File: config.mk
export PLATFORM = sky130hd
export DESIGN_NAME = mem_arbiter_flat
export DESIGN_NICKNAME = d
export VERILOG_FILES = /design/src/rtl/mem_arbiter_pkg.sv /design/src/rtl/mem_arbiter_if.sv /design/src/rtl/mem_arbiter_delay_counter.sv /design/src/rtl/mem_arbiter.sv /design/src/flat_wrapper.sv
export SDC_FILE = /design/constraint.sdc
export NUM_CORES = 1
export LEC_CHECK = 0
export BUFFER_PORTS_ARGS = -buffer_cell sky130_fd_sc_hd__clkbuf_2
export CAP_MARGIN = 25
export CORE_AREA = 2 2 291 293
export CTS_CLUSTER_SIZE = 25
export DETAILED_ROUTE_END_ITERATION = 6
export DIE_AREA = 0 0 293 295
export HOLD_SLACK_MARGIN = 0.08
export PLACE_DENSITY_LB_ADDON = 0.25
export SLEW_MARGIN = 20
export SYNTH_ARGS = -nofsm -noshare
export SYNTH_HDL_FRONTEND = slang
export SYNTH_HIERARCHICAL = 1
export SYNTH_SLANG_ARGS = --single-unit
File: constraint.sdc
create_clock -name clk -period 4.65 [get_ports clk]
set_input_delay 1.1625 -clock clk [delete_from_list [all_inputs] [get_ports clk]]
set_output_delay 1.1625 -clock clk [all_outputs]
set_load 0.05 [all_outputs]
File: src/rtl/mem_arbiter_pkg.sv
// Shared types and constants for the main-memory arbiter of the BRISC core.
package mem_arbiter_pkg;

   localparam int ADDRESS_BITS     = 32;
   localparam int CACHE_LINE_LEN   = 128;
   localparam int BYTE_LEN         = 8;
   localparam int MEM_REQ_DELAY    = 5;
   localparam int MEM_RESP_DELAY   = 5;
   localparam int LINE_OFFSET_BITS = $clog2(CACHE_LINE_LEN / BYTE_LEN);

   typedef enum logic [2:0] {
      IDLE,
      REQ_WAIT,
      ACCESS,
      RESP_WAIT,
      DONE
   } memarb_state_e;

   typedef enum logic {
      REQ_IC,
      REQ_DC
   } requester_e;

   // Larger of two integers; used to size the shared wait counter.
   function automatic int maxInt(input int a, input int b);
      return (a > b) ? a : b;
   endfunction

endpackage

File: src/rtl/mem_arbiter_if.sv
// Bundle of the cache request/response buses and the memory array bus.
// The slave modport is the arbiter's view; master is the surrounding system.
interface mem_arbiter_if import mem_arbiter_pkg::*; #(
   parameter int ADDR_W = ADDRESS_BITS,
   parameter int LINE_W = CACHE_LINE_LEN
);

   logic              ic_req_valid_i;
   logic              ic_req_ready_o;
   logic [ADDR_W-1:0] ic_req_addr_i;
   logic              ic_resp_valid_o;
   logic [LINE_W-1:0] ic_resp_data_o;

   logic              dc_req_valid_i;
   logic              dc_req_ready_o;
   logic              dc_req_write_i;
   logic [ADDR_W-1:0] dc_req_addr_i;
   logic [LINE_W-1:0] dc_req_data_i;
   logic              dc_resp_valid_o;
   logic [LINE_W-1:0] dc_resp_data_o;

   logic              mem_req_valid_o;
   logic              mem_req_write_o;
   logic [ADDR_W-1:0] mem_req_addr_o;
   logic [LINE_W-1:0] mem_req_data_o;
   logic [LINE_W-1:0] mem_rdata_i;

   modport slave (
      input  ic_req_valid_i, ic_req_addr_i,
      input  dc_req_valid_i, dc_req_write_i, dc_req_addr_i, dc_req_data_i,
      input  mem_rdata_i,
      output ic_req_ready_o, ic_resp_valid_o, ic_resp_data_o,
      output dc_req_ready_o, dc_resp_valid_o, dc_resp_data_o,
      output mem_req_valid_o, mem_req_write_o, mem_req_addr_o, mem_req_data_o
   );

   modport master (
      output ic_req_valid_i, ic_req_addr_i,
      output dc_req_valid_i, dc_req_write_i, dc_req_addr_i, dc_req_data_i,
      output mem_rdata_i,
      input  ic_req_ready_o, ic_resp_valid_o, ic_resp_data_o,
      input  dc_req_ready_o, dc_resp_valid_o, dc_resp_data_o,
      input  mem_req_valid_o, mem_req_write_o, mem_req_addr_o, mem_req_data_o
   );

endinterface

File: src/rtl/mem_arbiter_delay_counter.sv
// Loadable down-counter with a zero flag; times both memory wait phases.
module delay_counter #(
   parameter int CNT_W = 3
) (
   input  logic             clk,
   input  logic             rst_n,
   input  logic             load_i,
   input  logic [CNT_W-1:0] loadVal_i,
   input  logic             dec_i,
   output logic             zero_o
);

   logic [CNT_W-1:0] cnt_q;
   logic [CNT_W-1:0] cnt_d;

   // Load wins over decrement; the count parks at zero instead of wrapping.
   always_comb begin
      cnt_d = cnt_q;
      if (load_i) begin
         cnt_d = loadVal_i;
      end else if (dec_i && (cnt_q != '0)) begin
         cnt_d = cnt_q - 1'b1;
      end
   end

   // Count register.
   always_ff @(posedge clk or negedge rst_n) begin
      if (!rst_n) begin
         cnt_q <= '0;
      end else begin
         cnt_q <= cnt_d;
      end
   end

   assign zero_o = (cnt_q == '0);

endmodule

File: src/rtl/mem_arbiter.sv
// Round-robin arbiter between the I-cache and D-cache line requests, issuing
// one memory transaction at a time with fixed request/response latencies.
module mem_arbiter import mem_arbiter_pkg::*; #(
   parameter int ADDR_W     = ADDRESS_BITS,
   parameter int LINE_W     = CACHE_LINE_LEN,
   parameter int REQ_DELAY  = MEM_REQ_DELAY,
   parameter int RESP_DELAY = MEM_RESP_DELAY
) (
   input logic          clk,
   input logic          rst_n,
   mem_arbiter_if.slave bus
);

   localparam int OFFSET_BITS = $clog2(LINE_W / BYTE_LEN);
   localparam int CNT_W       = $clog2(maxInt(REQ_DELAY, RESP_DELAY));
   localparam logic [CNT_W-1:0]  REQ_LOAD   = CNT_W'(REQ_DELAY - 2);
   localparam logic [CNT_W-1:0]  RESP_LOAD  = CNT_W'(RESP_DELAY - 2);
   localparam logic [ADDR_W-1:0] ALIGN_MASK = ~ADDR_W'((64'd1 << OFFSET_BITS) - 64'd1);

   // The counter reload values assume at least one wait cycle in each phase.
   if (REQ_DELAY < 2) begin : gBadReqDelay
      $error("mem_arbiter: REQ_DELAY must be at least 2");
   end
   if (RESP_DELAY < 2) begin : gBadRespDelay
      $error("mem_arbiter: RESP_DELAY must be at least 2");
   end

   memarb_state_e     state_q;
   requester_e        lastGrant_q;
   requester_e        owner_q;
   logic              write_q;
   logic [ADDR_W-1:0] addr_q;
   logic [LINE_W-1:0] data_q;
   logic [LINE_W-1:0] respData_q;
   logic              memReqValid_q;
   logic              memReqWrite_q;
   logic [ADDR_W-1:0] memReqAddr_q;
   logic [LINE_W-1:0] memReqData_q;
   logic              icRespValid_q;
   logic [LINE_W-1:0] icRespData_q;
   logic              dcRespValid_q;
   logic [LINE_W-1:0] dcRespData_q;

   logic             icWins;
   logic             dcWins;
   logic             icReady;
   logic             dcReady;
   logic             cntLoad;
   logic [CNT_W-1:0] cntLoadVal;
   logic             cntDec;
   logic             cntZero;

   // On a tie the requester that was not granted last goes first.
   assign icWins  = bus.ic_req_valid_i && (!bus.dc_req_valid_i || (lastGrant_q == REQ_DC));
   assign dcWins  = bus.dc_req_valid_i && (!bus.ic_req_valid_i || (lastGrant_q == REQ_IC));
   assign icReady = (state_q == IDLE) && icWins;
   assign dcReady = (state_q == IDLE) && dcWins;

   // Reload the wait counter when entering each wait phase, count down inside it.
   always_comb begin
      cntLoad    = 1'b0;
      cntLoadVal = '0;
      cntDec     = 1'b0;
      case (state_q)
         IDLE: begin
            cntLoad    = icReady || dcReady;
            cntLoadVal = REQ_LOAD;
         end
         ACCESS: begin
            cntLoad    = 1'b1;
            cntLoadVal = RESP_LOAD;
         end
         REQ_WAIT, RESP_WAIT: cntDec = 1'b1;
         default: cntDec = 1'b0;
      endcase
   end

   delay_counter #(.CNT_W(CNT_W)) uDelayCounter (
      .clk       (clk),
      .rst_n     (rst_n),
      .load_i    (cntLoad),
      .loadVal_i (cntLoadVal),
      .dec_i     (cntDec),
      .zero_o    (cntZero)
   );

   // Transaction FSM; strobes and response outputs are registered and last one cycle.
   always_ff @(posedge clk or negedge rst_n) begin
      if (!rst_n) begin
         state_q       <= IDLE;
         lastGrant_q   <= REQ_IC;
         owner_q       <= REQ_IC;
         write_q       <= 1'b0;
         addr_q        <= '0;
         data_q        <= '0;
         respData_q    <= '0;
         memReqValid_q <= 1'b0;
         memReqWrite_q <= 1'b0;
         memReqAddr_q  <= '0;
         memReqData_q  <= '0;
         icRespValid_q <= 1'b0;
         icRespData_q  <= '0;
         dcRespValid_q <= 1'b0;
         dcRespData_q  <= '0;
      end else begin
         memReqValid_q <= 1'b0;
         memReqWrite_q <= 1'b0;
         memReqAddr_q  <= '0;
         memReqData_q  <= '0;
         icRespValid_q <= 1'b0;
         icRespData_q  <= '0;
         dcRespValid_q <= 1'b0;
         dcRespData_q  <= '0;
         case (state_q)
            IDLE: begin
               if (dcReady) begin
                  owner_q     <= REQ_DC;
                  lastGrant_q <= REQ_DC;
                  write_q     <= bus.dc_req_write_i;
                  addr_q      <= bus.dc_req_addr_i;
                  data_q      <= bus.dc_req_data_i;
                  state_q     <= REQ_WAIT;
               end else if (icReady) begin
                  owner_q     <= REQ_IC;
                  lastGrant_q <= REQ_IC;
                  write_q     <= 1'b0;
                  addr_q      <= bus.ic_req_addr_i;
                  data_q      <= '0;
                  state_q     <= REQ_WAIT;
               end
            end
            REQ_WAIT: begin
               if (cntZero) begin
                  memReqValid_q <= 1'b1;
                  memReqWrite_q <= write_q;
                  memReqAddr_q  <= addr_q & ALIGN_MASK;
                  memReqData_q  <= data_q;
                  state_q       <= ACCESS;
               end
            end
            ACCESS: begin
               respData_q <= write_q ? '0 : bus.mem_rdata_i;
               state_q    <= RESP_WAIT;
            end
            RESP_WAIT: begin
               if (cntZero) begin
                  if (owner_q == REQ_IC) begin
                     icRespValid_q <= 1'b1;
                     icRespData_q  <= respData_q;
                  end else begin
                     dcRespValid_q <= 1'b1;
                     dcRespData_q  <= respData_q;
                  end
                  state_q <= DONE;
               end
            end
            DONE: begin
               state_q <= IDLE;
            end
            default: begin
               state_q <= IDLE;
            end
         endcase
      end
   end

   assign bus.ic_req_ready_o  = icReady;
   assign bus.dc_req_ready_o  = dcReady;
   assign bus.ic_resp_valid_o = icRespValid_q;
   assign bus.ic_resp_data_o  = icRespData_q;
   assign bus.dc_resp_valid_o = dcRespValid_q;
   assign bus.dc_resp_data_o  = dcRespData_q;
   assign bus.mem_req_valid_o = memReqValid_q;
   assign bus.mem_req_write_o = memReqWrite_q;
   assign bus.mem_req_addr_o  = memReqAddr_q;
   assign bus.mem_req_data_o  = memReqData_q;

endmodule

File: src/flat_wrapper.sv
// flat-port wrapper written by rule: the top's interface ports become plain ports
module mem_arbiter_flat import mem_arbiter_pkg::*;
#(
   parameter int ADDR_W     = ADDRESS_BITS,
   parameter int LINE_W     = CACHE_LINE_LEN,
   parameter int REQ_DELAY  = MEM_REQ_DELAY,
   parameter int RESP_DELAY = MEM_RESP_DELAY
)
  (clk, rst_n, bus_ic_req_valid_i, bus_ic_req_addr_i, bus_dc_req_valid_i, bus_dc_req_write_i, bus_dc_req_addr_i, bus_dc_req_data_i, bus_mem_rdata_i, bus_ic_req_ready_o, bus_ic_resp_valid_o, bus_ic_resp_data_o, bus_dc_req_ready_o, bus_dc_resp_valid_o, bus_dc_resp_data_o, bus_mem_req_valid_o, bus_mem_req_write_o, bus_mem_req_addr_o, bus_mem_req_data_o);
  mem_arbiter_if #(.ADDR_W(ADDR_W), .LINE_W(LINE_W)) bus_i ();
  input logic clk;
  input logic rst_n;
  input wire logic [$bits(bus_i.ic_req_valid_i)-1:0] bus_ic_req_valid_i;
  input wire logic [$bits(bus_i.ic_req_addr_i)-1:0] bus_ic_req_addr_i;
  input wire logic [$bits(bus_i.dc_req_valid_i)-1:0] bus_dc_req_valid_i;
  input wire logic [$bits(bus_i.dc_req_write_i)-1:0] bus_dc_req_write_i;
  input wire logic [$bits(bus_i.dc_req_addr_i)-1:0] bus_dc_req_addr_i;
  input wire logic [$bits(bus_i.dc_req_data_i)-1:0] bus_dc_req_data_i;
  input wire logic [$bits(bus_i.mem_rdata_i)-1:0] bus_mem_rdata_i;
  output wire logic [$bits(bus_i.ic_req_ready_o)-1:0] bus_ic_req_ready_o;
  output wire logic [$bits(bus_i.ic_resp_valid_o)-1:0] bus_ic_resp_valid_o;
  output wire logic [$bits(bus_i.ic_resp_data_o)-1:0] bus_ic_resp_data_o;
  output wire logic [$bits(bus_i.dc_req_ready_o)-1:0] bus_dc_req_ready_o;
  output wire logic [$bits(bus_i.dc_resp_valid_o)-1:0] bus_dc_resp_valid_o;
  output wire logic [$bits(bus_i.dc_resp_data_o)-1:0] bus_dc_resp_data_o;
  output wire logic [$bits(bus_i.mem_req_valid_o)-1:0] bus_mem_req_valid_o;
  output wire logic [$bits(bus_i.mem_req_write_o)-1:0] bus_mem_req_write_o;
  output wire logic [$bits(bus_i.mem_req_addr_o)-1:0] bus_mem_req_addr_o;
  output wire logic [$bits(bus_i.mem_req_data_o)-1:0] bus_mem_req_data_o;
  assign bus_i.ic_req_valid_i = bus_ic_req_valid_i;
  assign bus_i.ic_req_addr_i = bus_ic_req_addr_i;
  assign bus_i.dc_req_valid_i = bus_dc_req_valid_i;
  assign bus_i.dc_req_write_i = bus_dc_req_write_i;
  assign bus_i.dc_req_addr_i = bus_dc_req_addr_i;
  assign bus_i.dc_req_data_i = bus_dc_req_data_i;
  assign bus_i.mem_rdata_i = bus_mem_rdata_i;
  assign bus_ic_req_ready_o = bus_i.ic_req_ready_o;
  assign bus_ic_resp_valid_o = bus_i.ic_resp_valid_o;
  assign bus_ic_resp_data_o = bus_i.ic_resp_data_o;
  assign bus_dc_req_ready_o = bus_i.dc_req_ready_o;
  assign bus_dc_resp_valid_o = bus_i.dc_resp_valid_o;
  assign bus_dc_resp_data_o = bus_i.dc_resp_data_o;
  assign bus_mem_req_valid_o = bus_i.mem_req_valid_o;
  assign bus_mem_req_write_o = bus_i.mem_req_write_o;
  assign bus_mem_req_addr_o = bus_i.mem_req_addr_o;
  assign bus_mem_req_data_o = bus_i.mem_req_data_o;
  mem_arbiter #(.ADDR_W(ADDR_W), .LINE_W(LINE_W), .REQ_DELAY(REQ_DELAY), .RESP_DELAY(RESP_DELAY)) u_core (.clk(clk), .rst_n(rst_n), .bus(bus_i));
endmodule
### After elaboration in Yosys (flattened, before gate mapping)

Cells that the tools add are included.

| operators by class | value |
|---|---|
| add/subtract/negate cells | 1 |
| reductions and logical operators | 19 |
| muxes and demuxes | 38 |
| equal/unequal tests | 6 |
| bitwise logic cells | 1 |

Operator list:

| kind | number |
|---|---|
| $mux W128 | 11 |
| $mux W32 | 4 |
| $mux W3 | 6 |
| $mux W1 | 14 |
| $pmux W3 S4 | 1 |
| $eq A3 B2 Y1 const B | 2 |
| $logic_not A3 Y1 | 2 |
| $logic_and A1 B1 Y1 | 5 |
| $ne A2 B1 Y1 const B | 2 |
| $reduce_bool A2 Y1 | 2 |
| $reduce_or A2 Y1 | 2 |
| $eq A3 B1 Y1 const B | 1 |
| $logic_or A1 B1 Y1 | 3 |
| $ne A3 B1 Y1 const B | 1 |
| $reduce_and A3 Y1 | 1 |
| $reduce_bool A3 Y1 | 1 |
| $sub A3 B1 Y3 const B | 1 |
| $logic_not A1 Y1 | 2 |
| $mux W2 | 1 |
| $pmux W1 S2 | 1 |
| $reduce_and A2 Y1 | 1 |
| $not A1 Y1 | 1 |

| storage, ports and cells | value |
|---|---|
| flip-flop bits (word level) | 716 |
| output and inout bits | 422 |
| logic and storage cells | 80 |
| input bits | 325 |

### Logic depth before layout (Yosys ltp)

Gate-level depths: netlist of the first run.

| depth | value |
|---|---|
| word-level depth | 7 |
| depth in mapped cells | 9 |

### Cells and area by module

The synthesis of the first run kept the hierarchy.

By module, submodules not included:

| module | seq. area each (um2) | instances | cells an instance | area an instance (um2) |
|---|---|---|---|---|
| mem_arbiter | 17641.9 | 1 | 1925 | 24862.6 |
| delay_counter | 75.1 | 1 | 19 | 190.2 |

### Worst setup path before layout of the first run

OpenSTA, ideal clock, no wires.

| timing | value |
|---|---|
| kind | input to output |
| start | input port bus_dc_req_valid_i |
| end | output port bus_ic_req_ready_o |
| slack | 1.554 ns |
| arrival time | 1.934 ns |
| path buffers | 0 |
| data required time | 3.488 ns |
| stages | 2 |
| cell sequence | nor2b_1 nor2_1 |

| on the way | value |
|---|---|
| word-level cells in the longest chain between the ends | 4 |

RTL lines:

| what | line | text |
|---|---|---|
| from (decl) | flat_wrapper.sv:15 | `input wire logic [$bits(bus_i.dc_req_valid_i)-1:0] bus_dc_req_valid_i;` |
| $logic_not A1 Y1 | mem_arbiter.sv:54 | `assign icWins = bus.ic_req_valid_i && (!bus.dc_req_valid_i \|\| (lastGrant_q == REQ_DC));` |
| $logic_or A1 B1 Y1 | mem_arbiter.sv:54 |  |
| $logic_and A1 B1 Y1 | mem_arbiter.sv:54 |  |
| $logic_and A1 B1 Y1 | mem_arbiter.sv:56 | `assign icReady = (state_q == IDLE) && icWins;` |
| to (decl) | flat_wrapper.sv:20 | `output wire logic [$bits(bus_i.ic_req_ready_o)-1:0] bus_ic_req_ready_o;` |

No other way between the ends.

### Worst setup path in the final report of the first run

| timing | value |
|---|---|
| start | register u_core.state_q[0] |
| end | output port bus_ic_req_ready_o |

| on the way | value |
|---|---|
| word-level cells in the longest chain between the ends | 2 |

RTL lines:

| what | line | text |
|---|---|---|
| from (decl) | mem_arbiter.sv:28 | `memarb_state_e state_q;` |
| from (signal assigned) | mem_arbiter.sv:90 | `state_q <= IDLE;` |
| from (signal assigned) | mem_arbiter.sv:122 | `state_q <= REQ_WAIT;` |
| from (signal assigned) | mem_arbiter.sv:129 | `state_q <= REQ_WAIT;` |
| $logic_not A3 Y1 | mem_arbiter.sv:56 |  |
| $logic_and A1 B1 Y1 | mem_arbiter.sv:56 |  |

No other way between the ends.

==> flow_summary.json, run 1 <==
{
  "detail_route.iter0.violations": 909,
  "hold_viol": 0,
  "power.static_leakage_nw": 17.53,
  "power_frac_seq_pct": 42.5,
  "grt.total_usage_pct": 17.78,
  "final_core_utilization_pct": 39.01,
  "comb_power_share_pct": 25.5,
  "synth_simple_gate_area_share_pct": 16.74,
  "power.switching_fraction_pct": 35.18,
  "grt_setup_unrepaired": "no",
  "hold_path_class": "flip-flop to flip-flop",
  "post_synth_xor_area_fraction_pct": 0.03496,
  "floorplan.die.width_um": 293,
  "fin_area_mm2": 0.03244,
  "final.fill_count": 8083,
  "floorplan.io_pins": 747,
  "post_synth.cell_area_avg_um2": 12.89,
  "placed_area_mm2": 0.02972,
  "cts_num_sinks": 708,
  "post_cts_resized": 0,
  "slew_headroom_pct": 33.43,
  "power.ir.vdd_worst_v": 0.0003427,
  "drc": 0,
  "yosysSeqAreaShare_pct": 70.72,
  "area_delta_synth_final_pct": 29.49,
  "area_taken_by_multi_input_logic_gates_mm2": 0.006570,
  "seqCellArea_mm2": 0.01772,
  "rows": 106,
  "cp_data_required_time_ps": 3490,
  "clk_root_buffer_cell": "sky130_fd_sc_hd__clkbuf_16",
  "global_route_wire_length_before_repair_um": 117000,
  "clk-insertion-delay-late_ps": 610,
  "drt_first_pass_iters": 7,
  "core_mm2": 0.08316,
  "syn_area_mm2": 0.02505,
  "synthDistinctLibCells": 35,
  "dr_total_vias": 17230,
  "cap_viol_max_count": 0,
  "worst-endpoint-arrival_ps": 2450,
  "ant_nets": 0,
  "synth_top_family_by_area": "simple AND/OR/NAND/NOR gates",
  "syn-instance-count": 1944,
  "kind_of_start_point_of_the_critical_path": "flip-flop",
  "synth_compound_area_share_pct": 9.139,
  "timing.setup.tns_ps": 0,
  "final-setup-viol-count": 0,
  "finalCritPeriodShare_pct": 77.59,
  "initial_utilization_pct": 30.13,
  "max_fclk_ghz": 0.2772,
  "critPathCaptureType": "output port",
  "post-route-min-period_ps": 3608,
  "maximum_number_of_pins_on_one_net_before_global_route_repair": 181,
  "internal_power_w": 0.01297,
  "power.total_w": 0.02000,
  "port-buffer-count": 734,
  "cts_inserted_buffers": 78,
  "grt_pass1_vias": 18210,
  "post_cts_hold_buffer_count": 0,
  "slew_viol_final": 0,
  "cts_buffer_depth": 3,
  "globalRouteOverflowTotal": 0,
  "tightest_slew_ps": 998.5,
  "detailed_placement_hpwl_um": 52760,
  "h_tree_level_count": 3,
  "die_height_um": 295,
  "p_per_area_mw_per_mm2": 616.6,
  "postRouteWirelength_um": 77620,
  "setup.worst_path.class": "flip-flop to output port",
  "drt-wirelength-per-cell_um": 20.46,
  "yosys.area_share.adder_pct": 0.09989,
  "outcome": "finished clean",
  "final_layout_size_suffix_gt1_share_pct": 33.62,
  "crit_path_max_fanout": 60,
  "p_switching_w": 0.007038,
  "clock_power_share_pct": 32.0,
  "clock_pin_slew_reported_for_the_worst_setup_and_hold_paths_after_clock_tree_synthesis_ps": 60,
  "grt_antenna_before_repair": 16,
  "clock-skew-final_ps": 18.32,
  "floorplan.die_area_mm2": 0.08644,
  "gp_routability_congestion": 0.8603,
  "yosys_register_bits": 708,
  "route.detailed.vias_per_inst": 4.541,
  "post_cts.repair.setup_buffers": 0,
  "post_synth_mux_area_share_pct": 0,
  "synth-warning-count": 6,
  "fin_nets": 2965,
  "cts_tree": "built"
}
-- layout make-up --
cell class	count	share of cell area [%]
sequential	708	54.64
clock inverter	29	1.169
tap	1080	4.166
multi-input combinational	1080	20.25
clock buffer	114	7.116
inverter	4	0.04628
timing repair buffer	766	12.52
antenna	12	0.09257
-- final timing paths --
| path | startpoint | end | slack, ps | cells past startpoint |
|---|---|---|---|---|
| hold reg to reg | u_core/data_q[15] | u_core/bus.mem_req_data_o[15] | 470 | 1 |
| min in group asynchronous | rst_n | u_core/bus.mem_req_data_o[9] | 630 | 1 |
| setup / recovery | u_core/state_q[0] | bus_ic_req_ready_o | 1040 | 5 |
| setup reg to reg | u_core/uDelayCounter/cnt_q[0] | u_core/bus.ic_resp_data_o[48] | 1910 | 7 |
| hold / removal | u_core/data_q[15] | u_core/bus.mem_req_data_o[15] | 470 | 1 |
| max in group asynchronous | rst_n | u_core/bus.ic_resp_data_o[74] | 2920 | 2 |
-- per-stage QoR --
step / hold WS (ps) / std cells / setup WS [ps]
after floorplan: 454.0 / 1948 / 1554
after CTS: 471.4 / 3781 / 997.2
final: 469.4 / 3793 / 1042
after global placement: 461.0 / 3638 / 1456
after detailed placement: 466.2 / 3638 / 1431
after global routing: 491.1 / 3792 / 868.3
-- cell usage after synthesis --
| cell type | instances | area, um2 |
|---|---|---|
| sky130_fd_sc_hd__nand3_1 | 28 | 140.1 |
| sky130_fd_sc_hd__and2b_1 | 1 | 7.510 |
| sky130_fd_sc_hd__o311ai_0 | 1 | 8.760 |
| sky130_fd_sc_hd__a21bo_2 | 1 | 10.01 |
| sky130_fd_sc_hd__o311ai_1 | 2 | 17.52 |
| sky130_fd_sc_hd__or2_2 | 1 | 6.260 |
| sky130_fd_sc_hd__a21oi_1 | 28 | 140.1 |
| sky130_fd_sc_hd__nor3_2 | 1 | 10.01 |
| sky130_fd_sc_hd__or4b_1 | 3 | 30.03 |
| sky130_fd_sc_hd__and3_1 | 128 | 800.8 |
| sky130_fd_sc_hd__dfrtp_1 | 708 | 17720 |
| sky130_fd_sc_hd__inv_1 | 4 | 15.01 |
| sky130_fd_sc_hd__clkbuf_1 | 104 | 390.4 |
| sky130_fd_sc_hd__and2_1 | 287 | 1795 |
| sky130_fd_sc_hd__conb_1 | 1 | 3.750 |
| sky130_fd_sc_hd__nor2_1 | 3 | 11.26 |
| sky130_fd_sc_hd__xor2_1 | 1 | 8.760 |
| sky130_fd_sc_hd__and4b_1 | 1 | 10.01 |
| sky130_fd_sc_hd__or3b_1 | 1 | 8.760 |
| sky130_fd_sc_hd__ha_1 | 2 | 25.02 |
| sky130_fd_sc_hd__o21ai_0 | 108 | 540.5 |
| sky130_fd_sc_hd__o21ai_1 | 48 | 240.2 |
| sky130_fd_sc_hd__nand2b_1 | 129 | 807.0 |
| sky130_fd_sc_hd__or3_4 | 1 | 11.26 |
| sky130_fd_sc_hd__a31oi_1 | 28 | 175.2 |
| sky130_fd_sc_hd__o211ai_1 | 1 | 7.510 |
| sky130_fd_sc_hd__nor2b_1 | 3 | 18.77 |
| sky130_fd_sc_hd__nor2_8 | 1 | 20.02 |
| sky130_fd_sc_hd__buf_2 | 25 | 125.1 |
| sky130_fd_sc_hd__nand2_1 | 135 | 506.7 |
| sky130_fd_sc_hd__buf_4 | 5 | 37.54 |
| sky130_fd_sc_hd__a21boi_2 | 1 | 11.26 |
| sky130_fd_sc_hd__a22o_1 | 130 | 1139 |
| sky130_fd_sc_hd__and3b_1 | 1 | 8.760 |
| sky130_fd_sc_hd__buf_6 | 22 | 247.7 |
-- logic make-up (layout without fill, tap and decap cells) --
| family | count (synthesis) | after routing |
|---|---|---|
| compound gates | 348 | 348 |
| fa+ha+maj | 2 | 2 |
| other cells | 1 | 17 |
| simple gates | 724 | 724 |
| xor+xnor | 1 | 1 |
| flops | 708 | 708 |
| buf+inv | 160 | 913 |
-- state kept, by name (all words and copies together), names as in the netlist, 3 cells and up --
signal,count
u_core/data_q,128
u_core/respData_q,128
u_core/bus.dc_resp_data_o,128
u_core/bus.mem_req_data_o,128
u_core/uDelayCounter/cnt_q,3
u_core/bus.mem_req_addr_o,28
u_core/bus.ic_resp_data_o,128
u_core/state_q,3
u_core/addr_q,28
-- placed cells by master, fill, tap and decap left out, types with 20 or more instances in the layout --
cell type,instances
sky130_fd_sc_hd__nand2_1,134
sky130_fd_sc_hd__dfrtp_1,706
sky130_fd_sc_hd__and2_1,286
sky130_fd_sc_hd__a31oi_1,28
sky130_fd_sc_hd__nand2b_1,129
sky130_fd_sc_hd__a21oi_1,28
sky130_fd_sc_hd__clkbuf_2,733
sky130_fd_sc_hd__o21ai_0,108
sky130_fd_sc_hd__clkbuf_8,20
sky130_fd_sc_hd__o21ai_1,48
sky130_fd_sc_hd__and3_1,128
sky130_fd_sc_hd__nand3_1,28
sky130_fd_sc_hd__clkbuf_16,79
sky130_fd_sc_hd__buf_4,21
sky130_fd_sc_hd__a22o_1,130
-- worst max-delay path: stages (launching register included) --
cell                       delay [ps]
sky130_fd_sc_hd__dfrtp_1          480
sky130_fd_sc_hd__nor3_4           200
sky130_fd_sc_hd__buf_4            520
sky130_fd_sc_hd__nand2_1          160
sky130_fd_sc_hd__nor2_1           150
sky130_fd_sc_hd__clkbuf_2         300
-- power groups by stage --
| stage | logic (W) | clock network (W) | registers, W |
|---|---|---|---|
| after global placement | 0.00505 | 0 | 0.00855 |
| after global routing | 0.00559 | 0.00681 | 0.00870 |
| after CTS | 0.00518 | 0.00656 | 0.00852 |
| after floorplan | 0.00272 | 0 | 0.00933 |
| after detailed placement | 0.00516 | 0 | 0.00861 |
| final | 0.00510 | 0.00639 | 0.00851 |
-- layer usage --
| metal | global-route usage, % | routed length [um] |
|---|---|---|
| met5 | 0 | 49 |
| met4 | 7.917 | 3037 |
| met2 | 29.67 | 39010 |
| met3 | 4.375 | 4954 |
| met1 | 21.88 | 30570 |
Power figures use the tool's default switching activity.
==> run 2: changes to the inputs <==
--- a/config.mk
+++ b/config.mk
@@ -5,12 +5,13 @@
 export SDC_FILE = /design/constraint.sdc
 export NUM_CORES = 1
 export LEC_CHECK = 0
+export ABC_AREA = 1
 export BUFFER_PORTS_ARGS = -buffer_cell sky130_fd_sc_hd__clkbuf_2
 export CAP_MARGIN = 25
-export CORE_AREA = 2 2 291 293
+export CORE_AREA = 2 2 289 291
 export CTS_CLUSTER_SIZE = 25
 export DETAILED_ROUTE_END_ITERATION = 6
-export DIE_AREA = 0 0 293 295
+export DIE_AREA = 0 0 291 293
 export HOLD_SLACK_MARGIN = 0.08
 export PLACE_DENSITY_LB_ADDON = 0.25
 export SLEW_MARGIN = 20
==> constraint.sdc (replaced) <==
create_clock -name clk -period 3.45 [get_ports clk]
set_input_delay 0.8625 -clock clk [delete_from_list [all_inputs] [get_ports clk]]
set_output_delay 0.8625 -clock clk [all_outputs]
set_load 0.05 [all_outputs]
==> run 2 against run 1 <==
Cell area decreased by 0.69%; worst setup slack worse by 720 ps; via count up 3.9%; first-iteration DRC count up 4.4%; sequential power is 26% higher; non-clock buffer count rose by 16; critical path type unchanged; critical endpoint is now bus_dc_req_ready_o; largest cell class unchanged; highest routed layer unchanged.
==> flow_summary.json, run 2 <==
{
  "crit_path_max_fanout": 30,
  "finalCritPeriodShare_pct": 90.53,
  "final_layout_size_suffix_gt1_share_pct": 30.01,
  "floorplan.die_area_mm2": 0.08526,
  "synth.area.top_cells": "sky130_fd_sc_hd__dfrtp_1, sky130_fd_sc_hd__nor2_1, sky130_fd_sc_hd__inv_1, sky130_fd_sc_hd__o21ai_0, sky130_fd_sc_hd__nand3_1",
  "grt_setup_unrepaired": "no",
  "fin_worst_hold_slack_ps": 250.9,
  "critical_path.reg2reg.endpoint": "u_core/data_q[19]",
  "final_common_cell": "sky130_fd_sc_hd__clkbuf_2",
  "clock_pin_slew_reported_for_the_worst_setup_and_hold_paths_after_clock_tree_synthesis_ps": 60,
  "placed_cells": 4010,
  "clock-skew-final_ps": 21.30,
  "outcome": "finished clean",
  "clk-insertion-delay-late_ps": 620,
  "synth-warning-count": 6,
  "clk_root_buffer_cell": "sky130_fd_sc_hd__clkbuf_16",
  "hold_path_class": "input port to asynchronous set/reset pin",
  "synth-edff-count": 0,
  "final_core_utilization_pct": 39.36,
  "globalRouteOverflowTotal": 0,
  "timing.setup.tns_ps": 0,
  "drt_first_pass_iters": 5,
  "cp_data_required_time_ps": 2590,
  "post-route-min-period_ps": 3123,
  "global_route_wire_length_before_repair_um": 110800,
  "cts_inserted_buffers": 80,
  "syn-instance-count": 2294,
  "kind_of_start_point_of_the_critical_path": "flip-flop",
  "critPathCaptureType": "output port",
  "post_cts_hold_buffer_count": 0,
  "floorplan.die.width_um": 291,
  "core_mm2": 0.08185,
  "cts_buffer_depth": 3,
  "yosysSeqAreaShare_pct": 71.65,
  "commonest_cells_after_routing_fill_and_taps_aside": "sky130_fd_sc_hd__clkbuf_2, sky130_fd_sc_hd__dfrtp_1, sky130_fd_sc_hd__nor2_1",
  "dr_total_vias": 17890,
  "grt.total_usage_pct": 16.75,
  "yosys.cell_count.top_type": "sky130_fd_sc_hd__dfrtp_1",
  "gp_routability_congestion": 0.8116,
  "yosysTopAreaCell": "sky130_fd_sc_hd__dfrtp_1",
  "final-setup-viol-count": 0,
  "ant_nets": 0,
  "slew_headroom_pct": 44.98,
  "die_height_um": 293,
  "syn_area_mm2": 0.02473,
  "detailed_placement_hpwl_um": 49390,
  "hold_viol": 0,
  "port-buffer-count": 734,
  "cts_tree": "built",
  "dominantRegCellSynth": "sky130_fd_sc_hd__dfrtp_1",
  "post_cts_resized": 0,
  "final.fill_count": 8167,
  "worst_slack_ps": 326.6,
  "floorplan.io_pins": 747,
  "cap_viol_max_count": 0,
  "power.static_leakage_nw": 17.10,
  "p_per_area_mw_per_mm2": 807.8,
  "synthDistinctLibCells": 21,
  "worst-endpoint-arrival_ps": 2260,
  "postRouteWirelength_um": 72070,
  "fin_nets": 3349,
  "rows": 105,
  "grt_pass1_vias": 18280,
  "max_fclk_ghz": 0.3202,
  "synth_top_cells_by_count": "sky130_fd_sc_hd__dfrtp_1, sky130_fd_sc_hd__nor2_1, sky130_fd_sc_hd__inv_1",
  "area_delta_synth_final_pct": 30.28,
  "fin_cells": 4157,
  "yosys_register_bits": 708,
  "power.ir.vdd_worst_v": 0.0004117,
  "maximum_number_of_pins_on_one_net_before_global_route_repair": 138,
  "register_to_register_setup_slack_ps": 1130,
  "detail_route.iter0.violations": 949,
  "drc": 0,
  "initial_utilization_pct": 30.21,
  "h_tree_level_count": 3,
  "worst_r2r_path_depth": 6,
  "post_synth.cell_area_avg_um2": 10.78,
  "grt_antenna_before_repair": 9,
  "yosys.area.top_type_share_pct": 71.65,
  "dp_worst_setup_slack_ps": 778.5,
  "drt-wirelength-per-cell_um": 17.34,
  "setup.worst_path.class": "flip-flop to output port",
  "slew_viol_final": 0,
  "r2r-start": "u_core/state_q[2]",
  "route.detailed.vias_per_inst": 4.304,
  "postSynth.asyncResetShare_pct": 100.0,
  "tightest_slew_ps": 825.3,
  "cts_num_sinks": 708,
  "post_cts.repair.setup_buffers": 0
}
## run 2: changes by cell type after synthesis, sizes merged, moves of 28 or more
cell / delta
buf: +55
nor2: +415
nand3: +164
o21bai: +28
nand2b: -129
o21ai: +105
a22o: -130
and3: -128
clkbuf: -71
and2: -287
a31oi: -28
nand2: +104
inv: +298
## run 2: area by class of cell
class / count / area (um2) / share of cell area, %
well taps: 1070 / 1339 / 4.156
multi-input cells: 1148 / 5087 / 15.79
diodes: 5 / 12.51 / 0.03884
clock buffers: 124 / 2417 / 7.504
repair buffers: 782 / 4244 / 13.17
flip-flops and latches: 708 / 17720 / 55.00
inverters: 302 / 1136 / 3.527
clock inverters: 18 / 261.5 / 0.8117
## run 2: stage by stage
| step | instance area [um2] | power, W |
|---|---|---|
| final | 32210 | 0.02602 |
| after global routing | 32210 | 0.02762 |
| after CTS | 32200 | 0.02643 |
| after detailed placement | 29520 | 0.01779 |
| after global placement | 29520 | 0.01771 |
| after floorplan | 24740 | 0.01564 |
## run 2: worst max path at each step
stage / to / start / cells after the start / slack, ps
after floorplan: bus_ic_req_ready_o / bus_ic_req_valid_i / 4 / 1020
after global placement: u_core/data_q[118] / bus_ic_req_valid_i / 7 / 820
after detailed placement: u_core/data_q[12] / bus_ic_req_valid_i / 7 / 780
after CTS: bus_dc_req_ready_o / u_core/state_q[0] / 4 / 270
after global routing: bus_dc_req_ready_o / u_core/state_q[2] / 4 / 170
final: bus_dc_req_ready_o / u_core/state_q[2] / 4 / 330
## run 2: metal layers
| metal | vias up | routed length [um] | track usage (%) |
|---|---|---|---|
| met3 | 128 | 5839 | 5.734 |
| met4 | 10 | 2210 | 6.129 |
| li1 | 8478 | - | - |
| met2 | 597 | 34760 | 27.47 |
| met1 | 8679 | 29200 | 20.47 |
| met5 | - | 53 | 0 |
## run 2: where the power goes
group          leakage (nW)  internal, W  switching, W
registers              9.52       0.0101      0.000519
logic                  6.27      0.00163       0.00526
clock network          1.31      0.00501       0.00347
total                  17.1       0.0168       0.00925
## run 2: cell families (layout without fill, tap and decap cells)
| group | Yosys count | in the layout | synth area share [%] |
|---|---|---|---|
| AO/OA/AOI/OAI | 291 | 291 | 6.229 |
| adder cells (fa/ha/maj) | 2 | 2 | 0.1012 |
| buffers and inverters | 442 | 1226 | 7.959 |
| AND/OR/NAND/NOR | 850 | 850 | 14.05 |
| flip-flops | 708 | 708 | 71.65 |
| other | 1 | 10 | 0.01517 |
## run 2: worst max-delay path: stages, from the launching register on
cell and delay [ps]:
sky130_fd_sc_hd__dfrtp_1 430, sky130_fd_sc_hd__nor2_2 160, sky130_fd_sc_hd__nand2_2 430, sky130_fd_sc_hd__nor2_4 300
sky130_fd_sc_hd__clkbuf_2 330
